==> src/rtl/load_store_unit.sv <==
// RV32I data-memory LSU: lane formatting, req/ack handshake, load extension; issue->DONE 3 cycles + mem wait.
// Stalls the core until mem_ack_i; optional LSU_MISALIGN_TRAP_EN skips misaligned accesses and pulses misaligned_o.
module load_store_unit #(
  parameter int ADDR_WIDTH = 32,
  parameter int DATA_WIDTH = 32,
  parameter int FUNCTION3  = 3
) (
  input  logic                  clk,
  input  logic                  reset,
  input  logic                  load_i,
  input  logic                  store_i,
  input  logic [FUNCTION3-1:0]  fun3_i,
  input  logic [ADDR_WIDTH-1:0] addr_i,
  input  logic [DATA_WIDTH-1:0] wdata_i,
  output logic                  stall_o,
  output logic                  dm_valid_o,
  output logic [DATA_WIDTH-1:0] load_data_o,
  output logic                  misaligned_o,
  output logic                  mem_req_o,
  output logic                  mem_we_o,
  output logic [ADDR_WIDTH-1:0] mem_addr_o,
  output logic [3:0]            mem_wstrb_o,
  output logic [DATA_WIDTH-1:0] mem_wdata_o,
  input  logic                  mem_ack_i,
  input  logic [DATA_WIDTH-1:0] mem_rdata_i
);

  localparam logic [1:0] S_IDLE = 2'd0;
  localparam logic [1:0] S_WAIT = 2'd1;
  localparam logic [1:0] S_DONE = 2'd2;

  logic [1:0]            r_state;
  logic                  r_is_load;
  logic [FUNCTION3-1:0]  r_fun3;
  logic [1:0]            r_off;
  logic                  r_mem_req;
  logic                  r_mem_we;
  logic [ADDR_WIDTH-1:0] r_mem_addr;
  logic [3:0]            r_wstrb;
  logic [DATA_WIDTH-1:0] r_wdata;
  logic                  r_dm_valid;
  logic [DATA_WIDTH-1:0] r_load_data;
  logic                  r_mis;

  logic                  w_start;
  logic                  w_trap;
  logic [3:0]            w_wstrb;
  logic [DATA_WIDTH-1:0] w_wdata;
  logic [7:0]            w_byte;
  logic [15:0]           w_half;
  logic [DATA_WIDTH-1:0] w_ext;

  assign w_start = load_i | store_i;

`ifdef LSU_MISALIGN_TRAP_EN
  logic w_misaligned;
  assign w_misaligned = ((fun3_i[1:0] == 2'b01) && addr_i[0]) ||
                        ((fun3_i == 3'b010) && (addr_i[1:0] != 2'b00));
  assign w_trap = w_misaligned;
`else
  assign w_trap = 1'b0;
`endif

  // Store data is replicated across lanes; strobes pick the lane(s) actually written.
  always_comb begin
    w_wstrb = 4'b0000;
    w_wdata = wdata_i;
    case (fun3_i)
      3'b000: begin
        w_wstrb = 4'b0001 << addr_i[1:0];
        w_wdata = {4{wdata_i[7:0]}};
      end
      3'b001: begin
        w_wstrb = 4'b0011 << {addr_i[1], 1'b0};
        w_wdata = {2{wdata_i[15:0]}};
      end
      3'b010:  w_wstrb = 4'b1111;
      default: w_wstrb = 4'b0000;
    endcase
  end

  assign w_byte = mem_rdata_i[{r_off, 3'b000} +: 8];
  assign w_half = r_off[1] ? mem_rdata_i[31:16] : mem_rdata_i[15:0];

  always_comb begin
    w_ext = mem_rdata_i;
    case (r_fun3)
      3'b000:  w_ext = {{24{w_byte[7]}}, w_byte};
      3'b100:  w_ext = {24'd0, w_byte};
      3'b001:  w_ext = {{16{w_half[15]}}, w_half};
      3'b101:  w_ext = {16'd0, w_half};
      default: w_ext = mem_rdata_i;
    endcase
  end

  always_ff @(posedge clk) begin
    if (reset) begin
      r_state     <= S_IDLE;
      r_is_load   <= 1'b0;
      r_fun3      <= '0;
      r_off       <= 2'b00;
      r_mem_req   <= 1'b0;
      r_mem_we    <= 1'b0;
      r_mem_addr  <= '0;
      r_wstrb     <= 4'b0000;
      r_wdata     <= '0;
      r_dm_valid  <= 1'b0;
      r_load_data <= '0;
      r_mis       <= 1'b0;
    end else begin
      case (r_state)
        S_IDLE: begin
          r_dm_valid <= 1'b0;
          r_mis      <= 1'b0;
          if (w_start) begin
            r_is_load <= load_i;
            r_fun3    <= fun3_i;
            r_off     <= addr_i[1:0];
            if (w_trap) begin
              // Trapped access: no memory cycle, but a load still completes with zero data.
              r_state    <= S_DONE;
              r_mis      <= 1'b1;
              r_dm_valid <= load_i;
              if (load_i) r_load_data <= '0;
            end else begin
              r_state    <= S_WAIT;
              r_mem_req  <= 1'b1;
              r_mem_we   <= ~load_i;
              r_mem_addr <= {addr_i[ADDR_WIDTH-1:2], 2'b00};
              r_wstrb    <= load_i ? 4'b0000 : w_wstrb;
              r_wdata    <= w_wdata;
            end
          end
        end
        S_WAIT: begin
          if (mem_ack_i) begin
            r_mem_req <= 1'b0;
            r_state   <= S_DONE;
            if (r_is_load) begin
              r_load_data <= w_ext;
              r_dm_valid  <= 1'b1;
            end
          end
        end
        S_DONE: begin
          r_dm_valid <= 1'b0;
          r_mis      <= 1'b0;
          r_state    <= S_IDLE;
        end
        default: r_state <= S_IDLE;
      endcase
    end
  end

  assign stall_o      = ((r_state == S_IDLE) && w_start) || (r_state == S_WAIT);
  assign dm_valid_o   = r_dm_valid;
  assign load_data_o  = r_load_data;
  assign misaligned_o = r_mis;
  assign mem_req_o    = r_mem_req;
  assign mem_we_o     = r_mem_we;
  assign mem_addr_o   = r_mem_addr;
  assign mem_wstrb_o  = r_wstrb;
  assign mem_wdata_o  = r_wdata;

endmodule

==> config.mk <==
export PLATFORM = sky130hd
export DESIGN_NAME = load_store_unit
export DESIGN_NICKNAME = d
export VERILOG_FILES = /design/src/rtl/load_store_unit.sv
export SDC_FILE = /design/constraint.sdc
export NUM_CORES = 1
export LEC_CHECK = 0
export BUFFER_PORTS_ARGS = -buffer_cell sky130_fd_sc_hd__buf_2
export CAP_MARGIN = 5
export CORE_MARGIN = 10
export CORE_UTILIZATION = 43
export CTS_CLUSTER_SIZE = 12
export DETAILED_ROUTE_END_ITERATION = 8
export PLACE_DENSITY = 0.76
export SLEW_MARGIN = 20
export SYNTH_ARGS = -nofsm -noshare
export SYNTH_HDL_FRONTEND = slang
export SYNTH_SLANG_ARGS = --single-unit
==> constraint.sdc <==
create_clock -name clk -period 1.4 [get_ports clk]
set_input_delay 0.07 -clock clk [delete_from_list [all_inputs] [get_ports clk]]
set_output_delay 0.07 -clock clk [all_outputs]
set_load 0.005 [all_outputs]
==> results.yml <==
finish:
  post_route_cells_drive_above_1_share_pct: 36.9
  syn_to_layout_area_delta_pct: 43.6
  layout.filler_cells: 904
  layout.nets: 942
outcome:
  run_status: "completed"
logic_synthesis:
  yosysSeqAreaShare_pct: 44.6
  yosys_register_bits: 109
  synth.distinct_cells: 52
  synth_cells: 595
  post-synth-top-count-cell: "nand2_1"
  synth.top_cells.by_area: "dfxtp_1, nand2_1, a21oi_1, mux2i_1, nor2_1"
  syn_area_per_cell_um2: 8.23
  synthDominantAreaCellType: "dfxtp_1"
  asyncSetResetFlopFracSynth_pct: 0
  yosys-top-cells-count: "nand2_1, dfxtp_1, a21oi_1"
  synth_top_flop_cell: "dfxtp_1"
  number_of_enable_flip_flop_cells_after_synthesis: 0
  yosysWarningCount: 0
  cell_area_after_synthesis_um2: 4900
  synth_top_area_share_pct: 44.6
grt:
  grt_remaining_overflow: 0
  first_global_vias: 5300
  grt_max_degree: 53
  antenna_found_initial: 2
  track_usage_pct: 20.7
  grt_first_pass_wirelength_um: 27500
critical_path:
  reg2reg_slack_ns: 0.01
  startpoint_type: "flop"
  worst_r2r_endpoint: "load_data_o[18]"
  crit_type: "reg2reg"
  crit_path_max_fanout: 16
  cp_num_cells: 5
  crit_chain: "mux2i_4 > mux2i_2 > a21oi_4 > buf_12 > a21oi_1"
  cp_slowest_cell: "dfxtp_4"
  worst_path_largest_cell_delay_ns: 0.40
  critPathBufInv: 1
  r2r_cells: 5
  critical_path_required_ns: 1.63
  setup.worst_path.start: "r_off[1]"
  crit_end: "load_data_o[18]"
  worstPathArrival_ns: 1.62
  worst_path_dominant_cell_family: "multiplexers"
  worst_setup_path_end_kind: "flop"
  timing.rr.start: "r_off[1]"
sta:
  finalMaxSlewViolations: 0
  post-route-min-period_ns: 1.39
  timing.final.setup_violations: 0
  clock.fmax_mhz: 721
  final.period_utilization_pct: 99.0
  finalHoldViolCount: 0
  timing.setup.tns_ns: 0
  worst_clock_skew_ns: 0.0125
  rsz_0062_raised_after_global_routing: "true"
floorplanning:
  core_um2: 11000
  fp.dieArea_um2: 16100
  die_height_um: 127
  ioPinCount: 209
  placementRows: 38
  die_w_um: 127
  floorplan.initialDensity_pct: 44.6
worst_hold_path:
  timing.hold.worst.class: "in2reg"
  hold_depth: 2
place:
  gpl.final_weighted_congestion: 0.839
  quantity_of_i_o_buffers_inserted_on_ports: 205
  dpl.hpwl_um: 12400
clocking:
  clockRootBuffer: "clkbuf_16"
  maximum_buffer_depth_of_the_clock_tree: 2
  ctsHtreeMaxLevel: 3
  cts_inserted_buffers: 9
  clock_sink_count: 109
  cts_tree: "built"
  cts.clk_slew.worst_paths_ns: 0.07
  clk_latency_ns: 0.35
route:
  dr_total_vias: 5277
  avgRoutedWirePerCell_um: 18.0
  drt.antenna.violating_nets: 0
  route.detailed.drc: 0
  dr.first_iter.drc_count: 391
  route.final.wire_length_um: 17700
  dr.pass1.iters: 5
  vias_per_cell: 5.36
pwr:
  power_per_cell_area_nw_per_um2: 1090
  totalPowerFinal_w: 0.00763
  leak_pwr_nw: 3.20
  worst_ir_drop_vdd_mv: 0.601
flow_run:
  max-cap-violations: 0
-- worst register-to-register path: cells and delay by family (launching register included) --
kind / cells / cell delay (ns)
flip-flops: 1 / 0.40
AO/OA/AOI/OAI: 2 / 0.24
buffers and inverters: 1 / 0.18
multiplexers: 2 / 0.45
-- metrics by stage --
step | setup slack [ns] | hold slack, ns | util (%) | instance area, µm² | cells
finish | 0.0133 | 0.00875 | 64.0 | 7030 | 984
global route | -0.0391 | 0.0113 | 64.0 | 7030 | 984
CTS | 0.00439 | 0.00102 | 62.9 | 6910 | 978
detailed placement | -0.153 | 0.317 | 55.9 | 6140 | 917
global placement | -0.0765 | 0.310 | 55.9 | 6140 | 917
floorplan | 0.0134 | 0.206 | - | 4900 | 597
-- kinds of logic (layout without fill, tap and decap cells) --
| logic type | count (synthesis) | after routing | synth area share [%] |
|---|---|---|---|
| compound gates | 176 | 176 | 24.2 |
| buf+inv | 62 | 308 | 6.18 |
| flops | 109 | 109 | 44.6 |
| mux | 23 | 23 | 5.29 |
| other cells | 1 | 4 | 0.0766 |
| simple gates | 224 | 224 | 19.7 |
-- what timing repair did --
action | in CTS | in global routing
hold endpoints to repair | 42 | 0
hold buffers | 42 | 0
pin swaps | 2 | 12
endpoints found under the setup margin | 30 | 99
setup buffers | 3 | 4
gates cloned | 0 | 1
gates resized for setup | 5 | 18
-- layout make-up --
type / instances / area (µm²) / share of cell area [%]
Tap cell: 140 / 175 / 2.49
Clock buffer: 10 / 239 / 3.40
Inverter: 11 / 41.3 / 0.587
Timing Repair Buffer: 281 / 1840 / 26.2
Multi-Input combinational cell: 426 / 2480 / 35.2
Antenna cell: 1 / 2.50 / 0.0356
Clock inverter: 6 / 62.6 / 0.890
Sequential cell: 109 / 2200 / 31.2
-- layout by cell type (no fill, tap or decap), drive strengths merged, types with 2 or more instances in the layout --
cell / instances
inv: 11
conb: 3
nand2: 148
nor3b: 5
a21oi: 85
nand2b: 6
nor2: 48
clkbuf: 11
clkinv: 5
dfxtp: 109
o211ai: 8
o21ai: 36
a311oi: 8
nor3: 6
buf: 238
nand3: 2
a22oi: 6
nor2b: 3
a211oi: 9
o22ai: 3
mux2i: 23
a32oi: 5
dlygate4sd3: 42
o221a: 7
-- state kept, by name (all words and copies together) (netlist names) --
signal	flops
mem_req_o	1
r_state	2
r_off	2
mem_wstrb_o	4
dm_valid_o	1
mem_addr_o	30
r_is_load	1
mem_we_o	1
r_fun3	3
load_data_o	32
mem_wdata_o	32
-- metal layers --
metal  global-route usage (%)  routed length [µm]  share of wire, %
met1                     23.9                7010                40
met2                     33.5                8440                48
met3                     8.00                1780                10
met4                     8.71                 449               2.5
met5                        0                   0                 0
-- report_power, final --
group | switching (W) | leakage (nW) | internal, W
combinational | 0.000849 | 2.15 | 0.000757
sequential | 0.000134 | 0.897 | 0.00331
clock | 0.00115 | 0.152 | 0.00143
-- worst min path at each step --
stage / start / endpoint / slack (ns)
floorplan: addr_i[10] / mem_addr_o[10] / 0.21
global placement: addr_i[24] / mem_addr_o[24] / 0.31
detailed placement: addr_i[20] / mem_addr_o[20] / 0.32
CTS: mem_rdata_i[2] / load_data_o[2] / 0.001
global route: mem_rdata_i[4] / load_data_o[4] / 0.01
finish: mem_rdata_i[3] / load_data_o[3] / 0.009
Power figures use the tool's default switching activity.
